### src/rtl/spi_driver_simple_if.sv
// Display-side SPI bus bundle for spi_driver_simple.
// Signals:
//   miso          display -> driver, serial data (sampled on sck rise)
//   mosi          driver -> display, serial data
//   sck           SPI clock, idle low
//   cs            chip select, active low
//   dc            0 = command byte, 1 = data byte
//   reset_display display hardware reset, active low
//   LED           4-bit progress/status
// Modports: master (the driver), slave (the display side / bench).
interface spi_driver_simple_if;
    logic       miso;
    logic       mosi;
    logic       sck;
    logic       cs;
    logic       dc;
    logic       reset_display;
    logic [3:0] LED;

    modport master (
        input  miso,
        output mosi,
        output sck,
        output cs,
        output dc,
        output reset_display,
        output LED
    );

    modport slave (
        output miso,
        input  mosi,
        input  sck,
        input  cs,
        input  dc,
        input  reset_display,
        input  LED
    );
endinterface

### src/rtl/spi_driver_simple.sv
// Self-running SPI mode-0 master that brings up an SSD1306-class display:
// pulses the display reset low, waits, sends an 8-entry {dc, byte} init table
// MSB first, then idles in DONE until the next system reset.
// Ports:
//   CLK    system clock, rising edge
//   RESET  synchronous, active-high reset
//   bus    spi_driver_simple_if.master (miso in; mosi, sck, cs, dc,
//          reset_display, LED out)
// LED[0] reset pulse done, LED[1] transfer phase, LED[2] done,
// LED[3] sticky "some sampled miso bit was 1".
module spi_driver_simple #(
    parameter int unsigned CLK_DIV          = 4,
    parameter int unsigned RST_PULSE_CYCLES = 100,
    parameter int unsigned RST_WAIT_CYCLES  = 200
) (
    input  logic                CLK,
    input  logic                RESET,
    spi_driver_simple_if.master bus
);

    typedef enum logic [2:0] {
        StRstLow,
        StRstWait,
        StLoad,
        StShiftLo,
        StShiftHi,
        StGap,
        StDone
    } state_e;

    state_e      state_q, state_d;
    logic [31:0] cnt_q, cnt_d;
    logic [2:0]  idx_q, idx_d;
    logic [2:0]  bit_q, bit_d;
    logic [7:0]  tx_q, tx_d;
    logic [7:0]  rx_q, rx_d;
    logic        cs_q, cs_d;
    logic        sck_q, sck_d;
    logic        dc_q, dc_d;
    logic        rd_q, rd_d;
    logic [3:0]  led_q, led_d;
    logic        load_go;
    logic        sample;
    logic [8:0]  entry;

    // {dc, byte} init table.
    function automatic logic [8:0] init_entry(input logic [2:0] idx);
        logic [8:0] e;
        unique case (idx)
            3'd0: e = {1'b0, 8'hAE};
            3'd1: e = {1'b0, 8'hA8};
            3'd2: e = {1'b0, 8'h3F};
            3'd3: e = {1'b0, 8'h8D};
            3'd4: e = {1'b0, 8'h14};
            3'd5: e = {1'b0, 8'hAF};
            3'd6: e = {1'b1, 8'hFF};
            default: e = {1'b1, 8'h00};
        endcase
        return e;
    endfunction

    always_comb begin
        state_d = state_q;
        cnt_d   = cnt_q;
        idx_d   = idx_q;
        bit_d   = bit_q;
        tx_d    = tx_q;
        rx_d    = rx_q;
        cs_d    = cs_q;
        sck_d   = sck_q;
        dc_d    = dc_q;
        rd_d    = rd_q;
        load_go = 1'b0;
        sample  = 1'b0;
        entry   = 9'd0;

        unique case (state_q)
            StRstLow: begin
                rd_d = 1'b0;
                if (cnt_q == RST_PULSE_CYCLES - 1) begin
                    state_d = StRstWait;
                    cnt_d   = '0;
                    rd_d    = 1'b1;
                end else begin
                    cnt_d = cnt_q + 32'd1;
                end
            end
            StRstWait: begin
                if (cnt_q == RST_WAIT_CYCLES - 1) begin
                    idx_d   = 3'd0;
                    load_go = 1'b1;
                end else begin
                    cnt_d = cnt_q + 32'd1;
                end
            end
            StLoad: begin
                state_d = StShiftLo;
                cnt_d   = '0;
            end
            StShiftLo: begin
                if (cnt_q == CLK_DIV - 1) begin
                    state_d = StShiftHi;
                    cnt_d   = '0;
                    sck_d   = 1'b1;
                    sample  = 1'b1;
                    rx_d    = {rx_q[6:0], bus.miso};
                end else begin
                    cnt_d = cnt_q + 32'd1;
                end
            end
            StShiftHi: begin
                if (cnt_q == CLK_DIV - 1) begin
                    cnt_d = '0;
                    sck_d = 1'b0;
                    if (bit_q != 3'd7) begin
                        // mosi is tx_q[7], so shifting presents the next bit
                        // while sck is low.
                        tx_d    = {tx_q[6:0], 1'b0};
                        bit_d   = bit_q + 3'd1;
                        state_d = StShiftLo;
                    end else begin
                        cs_d    = 1'b1;
                        state_d = StGap;
                    end
                end else begin
                    cnt_d = cnt_q + 32'd1;
                end
            end
            StGap: begin
                if (cnt_q == CLK_DIV - 1) begin
                    cnt_d = '0;
                    if (idx_q != 3'd7) begin
                        idx_d   = idx_q + 3'd1;
                        load_go = 1'b1;
                    end else begin
                        state_d = StDone;
                        tx_d    = 8'h00;
                    end
                end else begin
                    cnt_d = cnt_q + 32'd1;
                end
            end
            StDone: begin
                cs_d  = 1'b1;
                sck_d = 1'b0;
                tx_d  = 8'h00;
                rd_d  = 1'b1;
            end
            default: begin
                state_d = StRstLow;
                cnt_d   = '0;
            end
        endcase

        // Outputs for LOAD are registered on entry so cs/dc/mosi are valid
        // during the LOAD cycle itself.
        if (load_go) begin
            entry   = init_entry(idx_d);
            state_d = StLoad;
            cnt_d   = '0;
            bit_d   = 3'd0;
            cs_d    = 1'b0;
            sck_d   = 1'b0;
            dc_d    = entry[8];
            tx_d    = entry[7:0];
        end

        led_d[0] = led_q[0] | (state_q == StRstLow && state_d == StRstWait);
        led_d[1] = (state_d == StLoad) || (state_d == StShiftLo) ||
                   (state_d == StShiftHi) || (state_d == StGap);
        led_d[2] = (state_d == StDone);
        // The received byte has no other consumer; it only feeds the sticky flag.
        led_d[3] = led_q[3] | (|rx_q) | (sample & bus.miso);
    end

    always_ff @(posedge CLK) begin
        if (RESET) begin
            state_q <= StRstLow;
            cnt_q   <= '0;
            idx_q   <= '0;
            bit_q   <= '0;
            tx_q    <= '0;
            rx_q    <= '0;
            cs_q    <= 1'b1;
            sck_q   <= 1'b0;
            dc_q    <= 1'b0;
            rd_q    <= 1'b0;
            led_q   <= 4'b0000;
        end else begin
            state_q <= state_d;
            cnt_q   <= cnt_d;
            idx_q   <= idx_d;
            bit_q   <= bit_d;
            tx_q    <= tx_d;
            rx_q    <= rx_d;
            cs_q    <= cs_d;
            sck_q   <= sck_d;
            dc_q    <= dc_d;
            rd_q    <= rd_d;
            led_q   <= led_d;
        end
    end

    assign bus.mosi          = tx_q[7];
    assign bus.sck           = sck_q;
    assign bus.cs            = cs_q;
    assign bus.dc            = dc_q;
    assign bus.reset_display = rd_q;
    assign bus.LED           = led_q;

endmodule

### src/flat_wrapper.sv
// flat-port wrapper written by rule: the top's interface ports become plain ports
module spi_driver_simple_flat 
#(
    parameter int unsigned CLK_DIV          = 4,
    parameter int unsigned RST_PULSE_CYCLES = 100,
    parameter int unsigned RST_WAIT_CYCLES  = 200
)
  (CLK, RESET, bus_miso, bus_mosi, bus_sck, bus_cs, bus_dc, bus_reset_display, bus_LED);
  spi_driver_simple_if bus_i ();
  input  logic CLK;
  input  logic RESET;
  input wire logic [$bits(bus_i.miso)-1:0] bus_miso;
  output wire logic [$bits(bus_i.mosi)-1:0] bus_mosi;
  output wire logic [$bits(bus_i.sck)-1:0] bus_sck;
  output wire logic [$bits(bus_i.cs)-1:0] bus_cs;
  output wire logic [$bits(bus_i.dc)-1:0] bus_dc;
  output wire logic [$bits(bus_i.reset_display)-1:0] bus_reset_display;
  output wire logic [$bits(bus_i.LED)-1:0] bus_LED;
  assign bus_i.miso = bus_miso;
  assign bus_mosi = bus_i.mosi;
  assign bus_sck = bus_i.sck;
  assign bus_cs = bus_i.cs;
  assign bus_dc = bus_i.dc;
  assign bus_reset_display = bus_i.reset_display;
  assign bus_LED = bus_i.LED;
  spi_driver_simple #(.CLK_DIV(CLK_DIV), .RST_PULSE_CYCLES(RST_PULSE_CYCLES), .RST_WAIT_CYCLES(RST_WAIT_CYCLES)) u_core (.CLK(CLK), .RESET(RESET), .bus(bus_i));
endmodule
### config.mk
export PLATFORM = sky130hd
export DESIGN_NAME = spi_driver_simple_flat
export DESIGN_NICKNAME = d
export VERILOG_FILES = /design/src/rtl/spi_driver_simple_if.sv /design/src/rtl/spi_driver_simple.sv /design/src/flat_wrapper.sv
export SDC_FILE = /design/constraint.sdc
export NUM_CORES = 1
export LEC_CHECK = 0
export ABC_CLOCK_PERIOD_IN_PS = 2600
export CAP_MARGIN = 5
export CORE_UTILIZATION = 40
export CTS_CLUSTER_SIZE = 40
export DETAILED_ROUTE_END_ITERATION = 7
export GPL_TIMING_DRIVEN = 0
export REMOVE_ABC_BUFFERS = 1
export SYNTH_ARGS = -nofsm -noshare
export SYNTH_HDL_FRONTEND = slang
export SYNTH_SLANG_ARGS = --single-unit
### constraint.sdc
create_clock -name CLK -period 2.6 [get_ports CLK]
set_input_delay 0.52 -clock CLK [delete_from_list [all_inputs] [get_ports CLK]]
set_output_delay 0.52 -clock CLK [all_outputs]
set_load 0.02 [all_outputs]
==> summary.txt, run 1 <==
Yosys
  – Mapped Area: 3467 um2
  – Count leader, synth: dfxtp_1
  – Asr flop ratio synth: 0%
  – Post-synth EDFFs: 0
  – Synth top area share: 37.53%
  – Post-synth top area cell: dfxtp_1
  – Post-synthesis register bit count: 65
  – Commonest cells in the netlist: dfxtp_1 (65), nor2_1 (59), nand2_1 (36)
  – Seq/Total Area, Yosys: 37.53%
  – Synth warn: 0
  – Post-synth cell types: 62
  – Ranking of synthesized cells by area: dfxtp_1 (38%), nor2_1 (6.4%), xor2_1 (4.0%)
  – Syn_area_per_cell: ~8.7 um2
  – Synthesized instance count: 399
  – Commonest register cell after synthesis: dfxtp_1

Min path
  – Worst hold endpoint: u_core.tx_q[0]
  – Hold Crit Class: register to register
  – Hold Path Stages: 2
  – Hold_sp: u_core.tx_q[0]

Timing
  – Final setup skew: 0.01129 ns
  – Final min period: between 2 and 2.5 ns
  – Max-slew violations: 0
  – Setup TNS: 0 ns
  – Post-route setup slack: between 0.1 and 0.15 ns
  – Worst slew margin: 31.15%
  – Final setup fails: 0
  – Hold slack: 0.4623 ns
  – Final period util: between 90% and 100%
  – Fmax: roughly 0.4 GHz
  – Final Hold Vio Count: 0
  – Slew of the pin with the lowest slew margin: about 1.0 ns

Place
  – Gpl congestion: 0.7862
  – Placed cells: 498
  – Port Buffer Count: 11
  – Area after DPL: between 3000 and 4000 um2
  – Hpwl dp: approximately 5.4 mm
  – Placement Setup Slack: -0.3079 ns

Critical path
  – Worst endpoint required time: 2.78 ns
  – Critical R2R Capture: u_core.tx_q[5]
  – CP max FO: 10
  – Worst r2r path cells: 7
  – Critical Path End Type: register
  – Most used cell, CP: nor4_4
  – Critical path class: register to register
  – CP cell instances: nor4_4 -> nand4_4 -> nor4_4 -> o21ai_4 -> or3_1 -> a32oi_1 -> a211oi_1
  – Arrival @ worst endpoint: between 2 and 3 ns
  – Critical path startpoint category: register
  – Reg-to-reg startpoint: u_core.cnt_q[13]
  – Delay of the slowest critical-path stage: 0.41 ns
  – Flop2flop setup slack: 0.13 ns
  – Slowest cell on the critical path: or3_1

Finish
  – Final Net Count: around 430
  – Post-route cell area: 4058 um2
  – Area Growth Syn to Fin: 17.03%
  – Total of fill cells in the finished design: approximately 800
  – Non-filler cells, final: 529
  – Layout cells sized above 1: 16.75%
  – N_diodes: 0
  – Finished Core Util: about 49%

Floorplanning
  – # rows: 33
  – Ports: 12
  – DIE AREA: approximately 9000 um2
  – Area of the core: between 8000 and 9000 um2
  – Die Wd: 95.10 um
  – Die H: 95.10 um
  – Initial Utilization: about two fifths

Global route
  – First-pass GRT wire length: 13.40 mm
  – Vias in the first global route: ~2800
  – Largest net degree at the start of global routing: 30
  – Grt ovf: 0
  – Gr usage total: a little under a fifth
  – Initial antenna violation count: 0

Clocking
  – Clock transition at path regs: ~0.080 ns
  – CTS sink cnt: between 60 and 70
  – Maximum clock path buffer count: 2
  – TritonCTS clock tree: yes
  – Clk root buf: clkbuf_8
  – Worst skew pair latency: roughly 0.35 ns
  – Hold buffers post-CTS: 0
  – H-tree level count: 3
  – Total clock buffers created by CTS: 9

Power and ir drop
  – Pwr dens: 481.7 nW/um2
  – VDD IR max: approximately 0.35 mV
  – Power Total: 1.955 mW
  – Leakage power total: 1.466 nW

Route
  – Via count: approximately 3000
  – Drt wl/cell: 15.68 um
  – DRT Pass-1 Iters: 4
  – Antenna-violating nets left: 0
  – Iteration-0 DRC Markers: 151
  – DRC: 0
  – Via density: 5.749
  – Routed WL: about 8.3 mm

Run
  – Max-Cap Viols: 0

Run status
  – Status: completed
## cell type report
type                       count  area [um2]  area share [%]
multi-input combinational    313        2180           53.72
sequential                    65        1308           32.22
timing repair buffer          25       215.2           5.304
clock buffer                  10       137.6           3.392
tap                          105       131.4           3.238
clock inverter                 6       67.56           1.665
inverter                       5       18.77          0.4625
## kinds of logic after synthesis
group,share of synthesized area (%)
XOR/XNOR,5.557
multiplexers,2.598
buffers and inverters,3.356
AND/OR/NAND/NOR,32.84
AO/OA/AOI/OAI,16.67
flip-flops,37.53
adder cells (fa/ha/maj),1.444
## how the worst max path moves through the flow
stage                startpoint  slack, ns  cells after the start          endpoint
2_1_floorplan   u_core.cnt_q[0]       0.23                      8    u_core.tx_q[5]
3_3_place_gp              RESET      -0.31                      4   u_core.cnt_q[8]
3_5_place_dp              RESET      -0.31                      4   u_core.cnt_q[8]
4_1_cts         u_core.cnt_q[0]       0.03                      8    u_core.tx_q[5]
5_1_grt         u_core.cnt_q[0]      -0.03                     10  u_core.cnt_q[27]
6_report       u_core.cnt_q[13]       0.13                      7    u_core.tx_q[5]
## flip-flops by register name, summed over array words and instances (netlist names)
register / flops
u_core.rx_q: 8
u_core.idx_q: 3
u_core.bus.LED: 4
u_core.tx_q: 8
u_core.bus.sck: 1
u_core.bit_q: 3
u_core.bus.dc: 1
u_core.state_q: 3
u_core.bus.cs: 1
u_core.bus.reset_display: 1
u_core.cnt_q: 32
## critical path, delay by kind of cell (launching register included)
kind | cells | cell delay, ns
compound gates | 3 | 0.46
flops | 1 | 0.39
simple gates | 4 | 1.44
## placed cells by master, fill, tap and decap left out, types with 6 or more instances in the layout
cell	n
nor2_1	59
clkdlybuf4s50_1	11
xnor2_1	6
nand4b_1	6
mux2i_1	9
a21oi_1	23
and4_1	9
buf_4	14
clkbuf_8	10
nand4_1	6
nand2_1	35
dfxtp_1	60
nor3_1	12
and3_1	8
o21ai_0	15
nand3_1	16
xor2_1	16
nor4_4	8
## power breakdown
group	internal [mW]	total [mW]	switching (mW)
registers	0.999	1.01	0.00769
logic	0.0205	0.0540	0.0335
clock network	0.470	0.894	0.423
total	1.49	1.95	0.464
## metal layers
metal | track usage (%) | part of all wire (%)
met1 | 24.74 | 46
met2 | 30.77 | 48
met3 | 5.183 | 4.3
met4 | 5.303 | 1.4
met5 | 0 | 0
## timing repair
action | in CTS | in global routing
cloned | 0 | 1
gates resized for setup | 8 | 17
endpoints found under the setup margin | 43 | 43
endpoints found under the hold margin | 0 | 0
setup buffers | 2 | 12
pin swaps | 1 | 9
Note: power is estimated with default switching activity, not from simulation.
==> run 2, diff against run 1 <==
Settings changed: SLEW_MARGIN set to 0.
==> results of run 2 <==
The final DEF is identical to that of run 1; final timing and power are the same.
